[src/rtl/dma_bus_pkg.sv]
// Shared definitions for system-bus arbiters: FSM states, default sizing and
// the rotate-and-priority-encode winner search.
package dma_bus_pkg;

  typedef enum logic [1:0] {
    IDLE    = 2'd0,
    GRANT   = 2'd1,
    BUSY    = 2'd2,
    RELEASE = 2'd3
  } arb_state_e;

  localparam int DEF_NR_MASTERS     = 4;
  localparam int DEF_TIMEOUT_CYCLES = 256;
  localparam int MAX_MASTERS        = 16;
  localparam int MAX_ID_W           = 4;

  // Returns {found, index}: first set bit of req scanning upward from ptr,
  // wrapping at nr. Only the low nr bits of req take part.
  function automatic logic [MAX_ID_W:0] rr_select(
    input logic [MAX_MASTERS-1:0] req,
    input logic [MAX_ID_W-1:0]    ptr,
    input logic [MAX_ID_W:0]      nr
  );
    logic [MAX_ID_W:0] res;
    logic [MAX_ID_W:0] idx;
    res = '0;
    for (int i = 0; i < MAX_MASTERS; i++) begin
      idx = {1'b0, ptr} + (MAX_ID_W+1)'(i);
      if (idx >= nr) idx = idx - nr;
      if (((MAX_ID_W+1)'(i) < nr) && !res[MAX_ID_W] && req[idx[MAX_ID_W-1:0]])
        res = {1'b1, idx[MAX_ID_W-1:0]};
    end
    return res;
  endfunction

endpackage

[src/rtl/dma_bus_arbiter_watchdog.sv]
// Bus-ownership watchdog: counts cycles of one tenure and flags expiry at
// TIMEOUT_CYCLES-1. Only instantiated when ARBITER_TIMEOUT_EN is defined.
module arbiter_watchdog
  import dma_bus_pkg::*;
#(
  parameter int TIMEOUT_CYCLES = DEF_TIMEOUT_CYCLES
) (
  input  logic clock,
  input  logic reset,
  input  logic clear,
  input  logic enable,
  output logic expire
);

  localparam int CNT_W = (TIMEOUT_CYCLES > 2) ? $clog2(TIMEOUT_CYCLES) : 1;

  logic [CNT_W-1:0] count_q;

  assign expire = enable && (count_q == CNT_W'(TIMEOUT_CYCLES - 1));

  always_ff @(posedge clock or negedge reset) begin
    if (!reset) begin
      count_q <= '0;
    end else if (clear) begin
      count_q <= '0;
    end else if (enable && !expire) begin
      count_q <= count_q + CNT_W'(1);
    end
  end

endmodule

[src/rtl/dma_bus_arbiter.sv]
// Round-robin system-bus arbiter with one dead cycle between owners.
// Optional ownership watchdog: define ARBITER_TIMEOUT_EN.
module dma_bus_arbiter
  import dma_bus_pkg::*;
#(
  parameter int NR_MASTERS     = DEF_NR_MASTERS,
  parameter int TIMEOUT_CYCLES = DEF_TIMEOUT_CYCLES
) (
  input  logic                          clock,
  input  logic                          reset,
  input  logic [NR_MASTERS-1:0]         requestTransaction,
  output logic [NR_MASTERS-1:0]         transactionGranted,
  output logic [$clog2(NR_MASTERS)-1:0] grantedId,
  output logic                          busBusy,
  input  logic                          beginTransactionIn,
  input  logic                          endTransactionIn,
  input  logic                          busErrorIn,
  output logic                          timeoutError
);

  localparam int ID_W = $clog2(NR_MASTERS);

  if (NR_MASTERS < 2 || NR_MASTERS > MAX_MASTERS || TIMEOUT_CYCLES < 2) begin : g_cfg_check
    $error("dma_bus_arbiter: NR_MASTERS must be 2..16 and TIMEOUT_CYCLES at least 2");
  end

  arb_state_e            state_q, state_d;
  logic [ID_W-1:0]       rr_ptr_q, rr_ptr_d;
  logic [ID_W-1:0]       next_ptr;
  logic [ID_W-1:0]       winner;
  logic [ID_W-1:0]       id_d;
  logic [NR_MASTERS-1:0] grant_d;
  logic                  busy_d;
  logic [MAX_ID_W:0]     pick;
  logic                  any_req;
  logic                  owner_req;
  logic                  owned;
  logic                  normal_rel;
  logic                  wd_expire;

  assign pick      = rr_select(MAX_MASTERS'(requestTransaction), MAX_ID_W'(rr_ptr_q),
                               (MAX_ID_W+1)'(NR_MASTERS));
  assign any_req   = pick[MAX_ID_W];
  assign owner_req = requestTransaction[grantedId];
  assign owned     = (state_q == GRANT) || (state_q == BUSY);
  assign next_ptr  = (grantedId == ID_W'(NR_MASTERS - 1)) ? '0 : grantedId + ID_W'(1);

  always_comb begin
    winner = '0;
    for (int m = 0; m < NR_MASTERS; m++) begin
      if (pick[MAX_ID_W-1:0] == MAX_ID_W'(m)) winner = ID_W'(m);
    end
  end

  always_comb begin
    state_d    = state_q;
    rr_ptr_d   = rr_ptr_q;
    grant_d    = transactionGranted;
    id_d       = grantedId;
    busy_d     = busBusy;
    normal_rel = 1'b0;
    case (state_q)
      IDLE, RELEASE: begin
        grant_d = '0;
        if (any_req) begin
          state_d         = GRANT;
          grant_d[winner] = 1'b1;
          id_d            = winner;
          busy_d          = 1'b1;
        end else begin
          state_d = IDLE;
          busy_d  = 1'b0;
        end
      end
      GRANT: begin
        // A begin in the same cycle as the owner dropping its request still counts.
        normal_rel = (beginTransactionIn && endTransactionIn) ||
                     (!beginTransactionIn && !owner_req);
        if (beginTransactionIn && !endTransactionIn) state_d = BUSY;
      end
      BUSY: begin
        normal_rel = endTransactionIn || busErrorIn;
      end
      default: ;
    endcase
    if (owned && (normal_rel || wd_expire)) begin
      state_d  = RELEASE;
      grant_d  = '0;
      busy_d   = 1'b0;
      rr_ptr_d = next_ptr;
    end
  end

  always_ff @(posedge clock or negedge reset) begin
    if (!reset) begin
      state_q            <= IDLE;
      rr_ptr_q           <= '0;
      transactionGranted <= '0;
      grantedId          <= '0;
      busBusy            <= 1'b0;
    end else begin
      state_q            <= state_d;
      rr_ptr_q           <= rr_ptr_d;
      transactionGranted <= grant_d;
      grantedId          <= id_d;
      busBusy            <= busy_d;
    end
  end

`ifdef ARBITER_TIMEOUT_EN
  logic wd_clear;
  logic timeout_fire;
  logic timeout_q;

  assign wd_clear     = ((state_q == IDLE) || (state_q == RELEASE)) && any_req;
  // A normal release in the expiry cycle wins; no error is reported then.
  assign timeout_fire = owned && wd_expire && !normal_rel;

  arbiter_watchdog #(
    .TIMEOUT_CYCLES(TIMEOUT_CYCLES)
  ) u_watchdog (
    .clock (clock),
    .reset (reset),
    .clear (wd_clear),
    .enable(owned),
    .expire(wd_expire)
  );

  always_ff @(posedge clock or negedge reset) begin
    if (!reset) timeout_q <= 1'b0;
    else        timeout_q <= timeout_fire;
  end

  assign timeoutError = timeout_q;
`else
  assign wd_expire    = 1'b0;
  assign timeoutError = 1'b0;
`endif

endmodule

[config.mk]
export PLATFORM = sky130hd
export DESIGN_NAME = dma_bus_arbiter
export DESIGN_NICKNAME = d
export VERILOG_FILES = /design/src/rtl/dma_bus_pkg.sv /design/src/rtl/dma_bus_arbiter_watchdog.sv /design/src/rtl/dma_bus_arbiter.sv
export SDC_FILE = /design/constraint.sdc
export NUM_CORES = 1
export LEC_CHECK = 0
export CORE_MARGIN = 1
export CORE_UTILIZATION = 40
export CTS_BUF_LIST = sky130_fd_sc_hd__clkbuf_2 sky130_fd_sc_hd__clkbuf_4 sky130_fd_sc_hd__clkbuf_8
export DETAILED_ROUTE_END_ITERATION = 8
export PLACE_DENSITY = 0.66
export SETUP_SLACK_MARGIN = 0.05
export SYNTH_ARGS = -nofsm -noshare
export SYNTH_HDL_FRONTEND = slang
export SYNTH_HIERARCHICAL = 1
export SYNTH_SLANG_ARGS = --single-unit
[constraint.sdc]
create_clock -name clock -period 2.45 [get_ports clock]
set_input_delay 0.3675 -clock clock [delete_from_list [all_inputs] [get_ports clock]]
set_output_delay 0.3675 -clock clock [all_outputs]
set_load 0.02 [all_outputs]
==> flow_metrics.tcl <==
set metrics [dict create \
    synth_seq_cells 11 \
    synthArstFlopShare_pct 100 \
    use_met1_pct 27.4 \
    gr-usage-met3_pct 1.85 \
    final_cell_mix "15 x clkdlybuf4s50_1, 14 x buf_4, 11 x dfrtp_1" \
    drive_above_1_share_pct 23.6 \
    synth_compound_area_share_pct 19.6 \
    io_pins 17 \
    cp.arrival_ns 2.41 \
    drt_iter0_drc 4 \
    rsz0062_at_grt "false" \
    max_freq_mhz 445 \
    wl_per_cell_um 13.7 \
    yosys_warnings 6 \
    dp_cells 150 \
    first_global_vias 826 \
    antenna_left 0 \
    power_switching_mw 0.717 \
    cts_made_buffers 3 \
    antenna_found_initial 0 \
    drv_cap 0 \
    dp_hpwl_um 1650 \
    irDropWorstVdd_mv 0.676 \
    setup_violations 0 \
    layout.nets 144 \
    cts_tree "done" \
    path_class "reg -> reg" \
    finalHoldViolCount 0 \
    p_total_mw 1.61 \
    ctsHoldBuffers 0 \
    syn_area_um2 915 \
    slew_viol_final 0 \
    switching_share_pct 44.5 \
    status "finished, final reports clean" \
    p_per_area_mw_per_mm2 1320 \
    routed_wl_um 2110 \
    drc 0 \
    ys_seq_area_share_pct 30.1 \
    vias 826 \
    finalCriticalPeriod_ns 2.25 \
    portBuffers 15 \
    instances_no_fill 154 \
    synth_cell_type_count 39 \
    clkPwrFrac_pct 8.4 \
    grt_pass1_wl_um 3720 \
    synth_edf_count 0 \
    die_w_um 49.8 \
    clk_pin_slew_ns 0.07 \
    cts_htree_levels 1 \
    startpoint_type "flop" \
    synth_mux_area_share_pct 15.2 \
    syn2layout_area_growth_pct 34.1 \
    crit_path_end_kind "flop" \
    insertion_delay_ns 0.28 \
    cp_max_fo 7 \
    root_buffer "clkbuf_4" \
    synth_top_family_by_area "compound AO/OA/AOI/OAI gates" \
    min_period_over_period_pct 91.8 \
    busiest_layer "met2" \
    leakage_nw 0.548 \
    hold_path.class "in -> async" \
    fp.dieArea_mm2 0.00248 \
    clkSinkCount 11 \
    p_int_mw 0.896 \
    firstDrtPassIters 4 \
    yosys.area_share.xor_xnor_pct 0 \
    synth_flop_cell "dfrtp_1" \
    comb_power_share_pct 70.7 \
    final_common_cell "clkdlybuf4s50_1" \
    synth_fp_nets 116 \
    synthAdderAreaFrac_pct 9.58 \
    cts_resized 0 \
    cts.path.max_buffers 2 \
    globalplace.congestion 0.813 \
    diodes 0 \
    netlist_instances 100 \
    required_ns 2.61 \
    core_region_area_mm2 0.00206 \
    grt_remaining_overflow 0 \
    num_rows 16 \
    rrSetupSlack_ns 0.20 \
    seqPwrFrac_pct 20.8 \
    viasPerCell 5.36 \
    grt_max_degree 12 \
    cts_setup_buffers 0 \
    grt_use_total_pct 19.9 \
    yosys.area_share.simple_pct 18.3 \
    syn_area_per_cell_um2 9.15 \
    die_height_um 49.8 \
    initial_utilization_pct 44.4 \
    fin_worst_skew_ns 0.00528 \
    use_met2_pct 32.2 \
]
[cell usage after synthesis, types with 3 or more instances]
cell,number,area (um2)
nand2_1,9,33.8
mux2i_1,6,60.1
o21ai_0,5,25.0
nor3_1,4,20.0
inv_1,7,26.3
nor2_1,7,26.3
ha_1,7,87.6
a21oi_1,5,25.0
mux2_2,3,33.8
dfrtp_1,11,275
[final timing paths]
kind                             startpoint                    end  cells past startpoint
max in group asynchronous             reset             state_q[1]                      1
worst min register to register      busBusy                busBusy                      2
worst min-delay path                  reset           grantedId[0]                      1
min in group clock                  busBusy                busBusy                      2
worst max register to register  rr_ptr_q[0]  transactionGranted[0]                      6
worst max-delay path            rr_ptr_q[0]  transactionGranted[0]                      6
[stage by stage]
stage | util [%] | hold WS, ns | area (um2) | setup WS (ns) | setup TNS [ns]
floorplan | - | 0.0719 | 936 | 0.0572 | 0
global placement | 57.4 | 0.466 | 1180 | 0.00501 | 0
detailed placement | 57.4 | 0.470 | 1180 | -0.0338 | -0.0976
CTS | 58.9 | 0.427 | 1210 | 0.168 | 0
global route | 59.5 | 0.469 | 1230 | 0.0812 | 0
finish | 59.5 | 0.419 | 1230 | 0.202 | 0
[worst max-delay path, stage by stage, from the launching register on]
cell and delay [ns]:
dfrtp_1 0.42, inv_2 0.09, ha_4 0.28, or4b_2 0.67
o211ai_1 0.29, nor3_1 0.13, a22o_1 0.25
[logic make-up after synthesis]
logic type               count (synthesis)
adder cells (fa/ha/maj)                  7
flip-flops                              11
buffers and inverters                   13
multiplexers                            11
other                                    1
AND/OR/NAND/NOR                         31
AO/OA/AOI/OAI                           26
[final cells by class]
type | instances | area (um2)
Timing Repair Buffer | 29 | 255
Clock buffer | 4 | 30.0
Sequential cell | 11 | 275
Fill cell | 187 | 836
Multi-Input combinational cell | 76 | 606
Inverter | 7 | 26.3
Tap cell | 27 | 33.8
[state kept, by name, indices dropped and copies added, names as in the netlist]
register,count
busBusy,1
transactionGranted,4
state_q,2
grantedId,2
rr_ptr_q,2
[routing by layer]
metal  vias to the layer above  routed length (um)
met3                         3                  46
met2                        14                 975
met1                       391                1050
met4                         0                  35
met5                         -                   0
li1                        418                   -
[power groups by stage]
stage                     Clock [mW]  Combinational, mW  Sequential [mW]
after floorplan                    0              0.735            0.377
after global placement             0               1.10            0.336
after detailed placement           0               1.12            0.335
after CTS                      0.142               1.13            0.335
after global routing           0.150               1.27            0.347
final                          0.136               1.14            0.336
Note: power is estimated with default switching activity, not from simulation.
